**src/rtl/debug_unit.sv**
```systemverilog
// Debug unit: a UART command front end that loads instruction memory, runs or
// single-steps the processor, and streams a 304-bit pipeline snapshot back out
// as 38 bytes, most significant byte first.
module debug_unit #(
  parameter int INST_MEM_DEPTH = 256
) (
  input  logic         clk,
  input  logic         i_reset,
  input  logic [7:0]   i_rx_data,
  input  logic         i_rx_valid,
  input  logic         i_tx_ready,
  output logic [7:0]   o_tx_data,
  output logic         o_tx_start,
  output logic         o_we_IF,
  output logic [31:0]  o_instruction_data,
  output logic [31:0]  o_instruction_addr,
  output logic         o_halt,
  input  logic         i_end,
  input  logic [143:0] i_segment_registers_ID_EX,
  input  logic [31:0]  i_segment_registers_EX_MEM,
  input  logic [47:0]  i_segment_registers_MEM_WB,
  input  logic [39:0]  i_segment_registers_WB_ID,
  input  logic [23:0]  i_control_registers_ID_EX,
  input  logic [15:0]  i_pcounterIF2ID_LSB
);

  localparam logic [31:0] ADDR_LIMIT = 32'(4 * INST_MEM_DEPTH);
  localparam logic [5:0]  LAST_IDX   = 6'd37;

  localparam logic [7:0] CMD_LOAD = 8'h4C;
  localparam logic [7:0] CMD_RUN  = 8'h43;
  localparam logic [7:0] CMD_STEP = 8'h53;
  localparam logic [7:0] CMD_SNAP = 8'h44;

  typedef enum logic [2:0] {
    IDLE, LOAD, RUN, STEP, SNAP, SEND, WAIT_BUSY, WAIT_DONE
  } state_t;

  state_t       state, state_next;
  logic [1:0]   byte_cnt;
  logic [23:0]  word_q;
  logic [5:0]   send_idx;
  logic [303:0] snap;

  logic         load_start;
  logic         word_done;
  logic         tx_go;
  logic         send_adv;

  logic [31:0]  assembled;
  logic [31:0]  addr_plus;
  logic [31:0]  addr_inc;
  logic [7:0]   snap_byte;

  // The three earlier bytes sit in word_q; the incoming byte completes the word.
  assign assembled = {word_q, i_rx_data};
  assign addr_plus = o_instruction_addr + 32'd4;
  assign addr_inc  = (addr_plus >= ADDR_LIMIT) ? 32'd0 : addr_plus;
  // Index 0 selects bits [303:296], index 37 selects bits [7:0].
  assign snap_byte = snap[{(LAST_IDX - send_idx), 3'b000} +: 8];

  // The pipeline runs only in RUN and during the single STEP cycle.
  assign o_halt = !((state == RUN) || (state == STEP));

  // State register.
  // NOTE: sequential state uses non-blocking assignments so every flop samples
  // values from before the edge, independent of block ordering.
  always_ff @(posedge clk or negedge i_reset) begin
    if (!i_reset) state <= IDLE;
    else          state <= state_next;
  end

  // Next-state decode and one-cycle control strobes.
  // NOTE: every output of this block gets a default first, so no path leaves a
  // variable unassigned and no latch is inferred.
  always_comb begin
    state_next = state;
    load_start = 1'b0;
    word_done  = 1'b0;
    tx_go      = 1'b0;
    send_adv   = 1'b0;
    unique case (state)
      IDLE: begin
        if (i_rx_valid) begin
          case (i_rx_data)
            CMD_LOAD: begin
              state_next = LOAD;
              load_start = 1'b1;
            end
            CMD_RUN:  state_next = RUN;
            CMD_STEP: state_next = STEP;
            CMD_SNAP: state_next = SNAP;
            default:  state_next = IDLE;
          endcase
        end
      end
      LOAD: begin
        if (i_rx_valid && (byte_cnt == 2'd3)) begin
          word_done = 1'b1;
          // An all-ones word is still written; it just ends the load.
          if (assembled == 32'hFFFF_FFFF) state_next = IDLE;
        end
      end
      RUN:  if (i_end) state_next = SNAP;
      STEP: state_next = SNAP;
      SNAP: state_next = SEND;
      SEND: begin
        if (i_tx_ready) begin
          tx_go      = 1'b1;
          state_next = WAIT_BUSY;
        end
      end
      WAIT_BUSY: if (!i_tx_ready) state_next = WAIT_DONE;
      WAIT_DONE: begin
        if (i_tx_ready) begin
          send_adv   = 1'b1;
          state_next = (send_idx == LAST_IDX) ? IDLE : SEND;
        end
      end
      default: state_next = IDLE;
    endcase
  end

  // Load datapath, snapshot capture and transmit datapath.
  // NOTE: the snapshot is a plain flop vector, not a RAM, so it is cleared by
  // reset along with the rest of the state.
  always_ff @(posedge clk or negedge i_reset) begin
    if (!i_reset) begin
      byte_cnt           <= 2'd0;
      word_q             <= 24'd0;
      send_idx           <= 6'd0;
      snap               <= '0;
      o_we_IF            <= 1'b0;
      o_tx_start         <= 1'b0;
      o_tx_data          <= 8'd0;
      o_instruction_data <= 32'd0;
      o_instruction_addr <= 32'd0;
    end else begin
      o_we_IF    <= word_done;
      o_tx_start <= tx_go;

      // A new load restarts at address 0; otherwise step past the word just written.
      if (load_start) begin
        byte_cnt           <= 2'd0;
        o_instruction_addr <= 32'd0;
      end else if (o_we_IF) begin
        o_instruction_addr <= addr_inc;
      end

      // Bytes shift in MSB first; the 2-bit counter wraps after each word.
      if ((state == LOAD) && i_rx_valid) begin
        word_q   <= assembled[23:0];
        byte_cnt <= byte_cnt + 2'd1;
      end

      if (word_done) o_instruction_data <= assembled;

      if (state == SNAP) begin
        snap     <= {i_pcounterIF2ID_LSB, i_control_registers_ID_EX,
                     i_segment_registers_WB_ID, i_segment_registers_MEM_WB,
                     i_segment_registers_EX_MEM, i_segment_registers_ID_EX};
        send_idx <= 6'd0;
      end

      if (tx_go)    o_tx_data <= snap_byte;
      if (send_adv) send_idx  <= send_idx + 6'd1;
    end
  end

endmodule

```
**config.mk**
```make
export PLATFORM = sky130hd
export DESIGN_NAME = debug_unit
export DESIGN_NICKNAME = d
export VERILOG_FILES = /design/src/rtl/debug_unit.sv
export SDC_FILE = /design/constraint.sdc
export NUM_CORES = 1
export LEC_CHECK = 0
export BUFFER_PORTS_ARGS = -buffer_cell sky130_fd_sc_hd__buf_4
export CORE_MARGIN = 3
export CORE_UTILIZATION = 34
export DETAILED_ROUTE_END_ITERATION = 8
export PLACE_DENSITY = 0.58
export SYNTH_ARGS = -nofsm -noshare
export SYNTH_HDL_FRONTEND = slang
export SYNTH_SLANG_ARGS = --single-unit
```
**constraint.sdc**
```tcl
create_clock -name clk -period 4.9 [get_ports clk]
set_clock_uncertainty 0.2 [all_clocks]
set_input_delay 0.735 -clock clk [delete_from_list [all_inputs] [get_ports clk]]
set_output_delay 0.735 -clock clk [all_outputs]
set_load 0.02 [all_outputs]
```
**After elaboration in Yosys (flattened, before gate mapping)**

Index checks and enable logic that the tools add are counted.

- Bits in registers: 413
- Input bits: 317
- Output and inout bits: 75
- Word-level logic and storage cells: 71

- Add/subtract/negate cells: 4
- Order comparisons: 1
- Eq/ne operators: 21
- Shifts and indexed selects: 1
- Muxes and demuxes: 25
- Reduce and logical (&&, ||, !) cells: 9

Operators with widths:

| kind | count |
|---|---|
| 304-bit by 10-bit indexed part select with 8-bit output | 1 |
| 32-bit two-way mux | 3 |
| 32-bit by 3-bit adder with 32-bit output (second input constant) | 1 |
| 32-bit equality test (second input constant) | 1 |
| 8-bit by 7-bit equality test with 1-bit output (second input constant) | 4 |
| 32-bit by 11-bit >= comparator with 1-bit output (second input constant) | 1 |
| 3-bit two-way mux | 8 |
| 3-bit one-hot mux with 8 select lines | 1 |
| 2-bit != test (second input constant) | 7 |
| 3-bit equality test (second input constant) | 4 |
| 6-bit two-way mux | 2 |
| 3-bit one-hot mux with 4 select lines | 1 |
| 1-bit two-way mux | 8 |
| 7-bit AND reduction | 1 |
| 6-bit by 1-bit adder with 6-bit output (second input constant) | 1 |
| 3-bit by 2-bit equality test with 1-bit output (second input constant) | 2 |
| 6-bit equality test (second input constant) | 1 |
| 2-bit nonzero test | 3 |
| 6-bit subtractor (first input constant) | 1 |
| 2-bit two-way mux | 2 |
| 3-bit by 1-bit equality test with 1-bit output (second input constant) | 1 |
| 3-bit logical NOT | 1 |
| 2-bit by 1-bit adder with 2-bit output (second input constant) | 1 |
| 2-bit equality test (second input constant) | 1 |
| other kinds (3) | 4 |

**Depth between registers and ports, before layout**

- Depth after elaboration: 6
- Mapped depth: 13
- Depth with buffers taken out: 9

**Worst setup path after synthesis**

No wires, ideal clock.

- Path type: register -> register
- From: register send_idx[1]
- To: register o_tx_data[0]
- Library setup time: 129 ps
- Arrival: 2,886 ps
- Required time: 4,571 ps
- Slack: 1,685 ps
- Stages on the path, launching flop included: 14
- Path buffers: 5
- Clock period less this slack: 3,215 ps
- Cells stage by stage: dfrtp_1 -> buf_2 -> buf_1 -> buf_2 -> inv_1 -> ha_1 -> nand2b_1 -> clkbuf_1 -> clkbuf_1 -> o221ai_1 -> a21oi_1 -> nor3_1 -> a211oi_1 -> o31ai_1

- Longest elaborated chain between the ends: 2

Ends and longest elaborated chain:

| what | RTL line | text |
|---|---|---|
| from (decl) | 42 | `logic [5:0] send_idx;` |
| from (signal assigned) | 166 | `if (send_adv) send_idx <= send_idx + 6'd1;` |
| 6-bit subtractor | 60 | `assign snap_byte = snap[{(LAST_IDX - send_idx), 3'b000} +: 8];` |
| 304-bit by 10-bit indexed part select with 8-bit output | 60 |  |
| to (signal assigned) | 165 | `if (tx_go) o_tx_data <= snap_byte;` |
| to (decl) | 12 | `output logic [7:0] o_tx_data,` |

No other way between the ends.
A chain may end at the register's enable or synchronous reset.

**Worst setup path in the final report**

- From: register send_idx[1]
- To: register o_tx_data[2]

Same word-level chain as after synthesis.

==> impl_metrics.yaml <==
timing:
  hold_viol_final: 0
  worst_hold_slack_ns: 0.0259
  relSlewSlack_pct: 25.4
  fin_tns_setup_ns: 0
  rsz0062_at_grt: "no"
  worst_pin_slew_ns: 1.12
  period_minus_slack_ns: 3.45
  post-route-period-util_pct: 70.4
  slew_violations: 0
  clock.fmax_ghz: 0.290
  setup_violations: 0
finish:
  num-nets-final: 2630
  stdcell_count: 3039
  drive_gt1_share_pct: 25.8
  syn_to_final_growth_pct: 27.3
  fillers: 5303
  final-seq-area_sq_mm: 0.0103
  final_area_sq_mm: 0.0239
  multiInputGateArea_sq_mm: 0.00799
synthesis:
  synth_cells: 1965
  seq_area_frac_synth_pct: 54.8
  synth_most_common_cell: "nand2_1"
  yosysWarnings: 0
  synth_area_sq_mm: 0.0188
  synthDistinctLibCells: 59
  synthFlopType: "dfrtp_1"
  synth_seq_cells: 411
  ys_top_cells_by_area: "dfrtp_1 (55%), nand2_1 (20%), mux4_2 (8.8%), mux2_2 (2.0%), mux2i_1 (2.0%)"
  synth.avg_cell_area_sq_um: 9.55
  synth_commonest_cells: "nand2_1 (1024), dfrtp_1 (411), clkbuf_1 (81)"
  synth-edff-count: 0
  netlist.top_cell.by_area: "dfrtp_1"
  async_flop_share_pct: 100
  synthDominantCellAreaShare_pct: 54.8
cts:
  clock-sinks: 411
  post_cts_resized: 0
  htree_levels: 2
  clock_insertion_delay_worst_skew_ns: 0.58
  cts.path.max_buffers: 3
  clk_pin_slew_ns: 0.06
  cts_inserted_buffers: 46
  cts_setup_buffers: 0
  root_buffer: "clkbuf_16"
  cts_hold_buf: 0
  cts_tree: "done"
drt:
  drc: 0
  routedWlPerCell_um: 19.4
  wl_mm: 59.1
  viasPerCell: 5.00
  drtIter0Drc: 1172
  dr_total_vias: 15200
  detail-route-antenna-nets: 0
  dr.pass1.iters: 5
grt:
  grt_max_degree: 126
  grt_pass1_vias: 15700
  grt_pass1_wl_mm: 90.3
  grt_use_total_pct: 20.3
  antenna_found_initial: 3
  overflow: 0
floorplan:
  initial_core_util_pct: 34.6
  dieArea_sq_mm: 0.0580
  die_x_um: 241
  io_pins: 392
  core_area_sq_mm: 0.0542
  die_y_um: 241
  num_rows: 85
run:
  maxCapViolations: 0
worst_setup_path:
  worstRegToRegCells: 9
  worst_ep_arrival_time_ns: 3.75
  crit_required_ns: 5.20
  ff2ff_setup_slack_ns: 1.45
  max_stage_delay_ns: 0.71
  worst-path-buf-inv: 1
  critPathKind: "flop to flop"
  cp_slowest_cell: "dfrtp_4"
  crit_chain: "inv_1 > ha_1 > nand2b_1 > o221ai_1 > o22ai_1 > nor3_1 > a21oi_1 > o22a_1 > o21ai_1"
  cp_max_fo: 30
  cp-start-kind: "flop"
  worst_r2r_endpoint: "o_tx_data[2]"
  cp_top_family: "compound AO/OA/AOI/OAI gates"
  rr_startpoint: "send_idx[1]"
  endpoint_kind: "flop"
power:
  power.density_mw_per_mm2: 506
  peakVddDrop_v: 0.000286
  leakage_nw: 11.5
placed_design:
  io_buffers: 389
  place.gp.congestion: 0.862
  placed_cells: 2955
  dpl.hpwl_mm: 43.5
  postPlaceCellArea_sq_mm: 0.0223
status:
  outcome: "finished clean"
worst_hold_path:
  hp-class: "primary input to async pin"
==> placed cells by master, fill, tap and decap left out, types with 14 or more instances in the layout <==
cell       instances
mux2i_1           37
a21oi_1           15
mux4_2            73
nor2_1            28
nand4_1           24
buf_4            402
clkbuf_16         46
nand3_1           26
mux2_2            33
dfrtp_1          409
o21ai_0           14
and2_1            22
nand2_1         1023
==> registers in the layout, indices dropped and copies added (netlist names) <==
name                cells
state                   3
byte_cnt                2
word_q                 24
snap                  304
o_tx_start              1
o_instruction_data     32
send_idx                6
o_instruction_addr     30
o_we_IF                 1
o_tx_data               8
==> routing by layer <==
layer,track usage [%],share of wire (%)
met5,0,0.039
met4,6.59,2.6
met3,4.06,7.1
met2,32.3,47
met1,28.1,43
==> worst max path at each step <==
stage,endpoint,cells past startpoint,start
after floorplan,o_tx_data[0],13,send_idx[1]
after global placement,o_tx_data[2],9,send_idx[1]
after detailed placement,o_tx_data[2],9,send_idx[1]
after CTS,o_tx_data[2],9,send_idx[1]
after global routing,o_tx_data[2],9,send_idx[1]
final,o_tx_data[2],9,send_idx[1]
==> metrics by stage <==
stage	util (%)	worst slack [ns]	power, mW
floorplan	-	1.69	7.31
global placement	41.2	1.46	8.55
detailed placement	41.2	1.42	8.66
CTS	44.0	1.40	12.2
global route	44.0	1.12	12.9
finish	44.0	1.45	12.1
==> power breakdown <==
group | internal, mW | switching (mW) | total (mW)
Clock | 2.09 | 1.42 | 3.51
Sequential | 4.78 | 0.865 | 5.65
Combinational | 1.40 | 1.54 | 2.94
==> logic make-up (layout without fill, tap and decap cells) <==
group | Yosys count | in the layout | synth area share, %
compound gates | 82 | 82 | 2.99
xor+xnor | 12 | 12 | 0.600
fa+ha+maj | 6 | 6 | 0.400
buf+inv | 124 | 500 | 2.72
flops | 411 | 411 | 54.8
mux | 143 | 143 | 12.7
other cells | 1 | 3 | 0.0200
simple gates | 1186 | 1186 | 25.7
==> worst register-to-register path, cell delays in order, from the launching register on <==
cell and delay, ns:
dfrtp_4 0.71, inv_1 0.10, ha_1 0.70, nand2b_1 0.52
o221ai_1 0.39, o22ai_1 0.13, nor3_1 0.25, a21oi_1 0.07
o22a_1 0.20, o21ai_1 0.11
==> layout make-up <==
type,count,share of cell area (%)
Antenna cell,1,0.0105
Clock buffer,69,5.73
Clock inverter,14,0.744
Inverter,8,0.126
Multi-Input combinational cell,1431,33.4
Sequential cell,411,43.1
Tap cell,696,3.65
Timing Repair Buffer,409,13.2
Note: power is estimated with default switching activity, not from simulation.
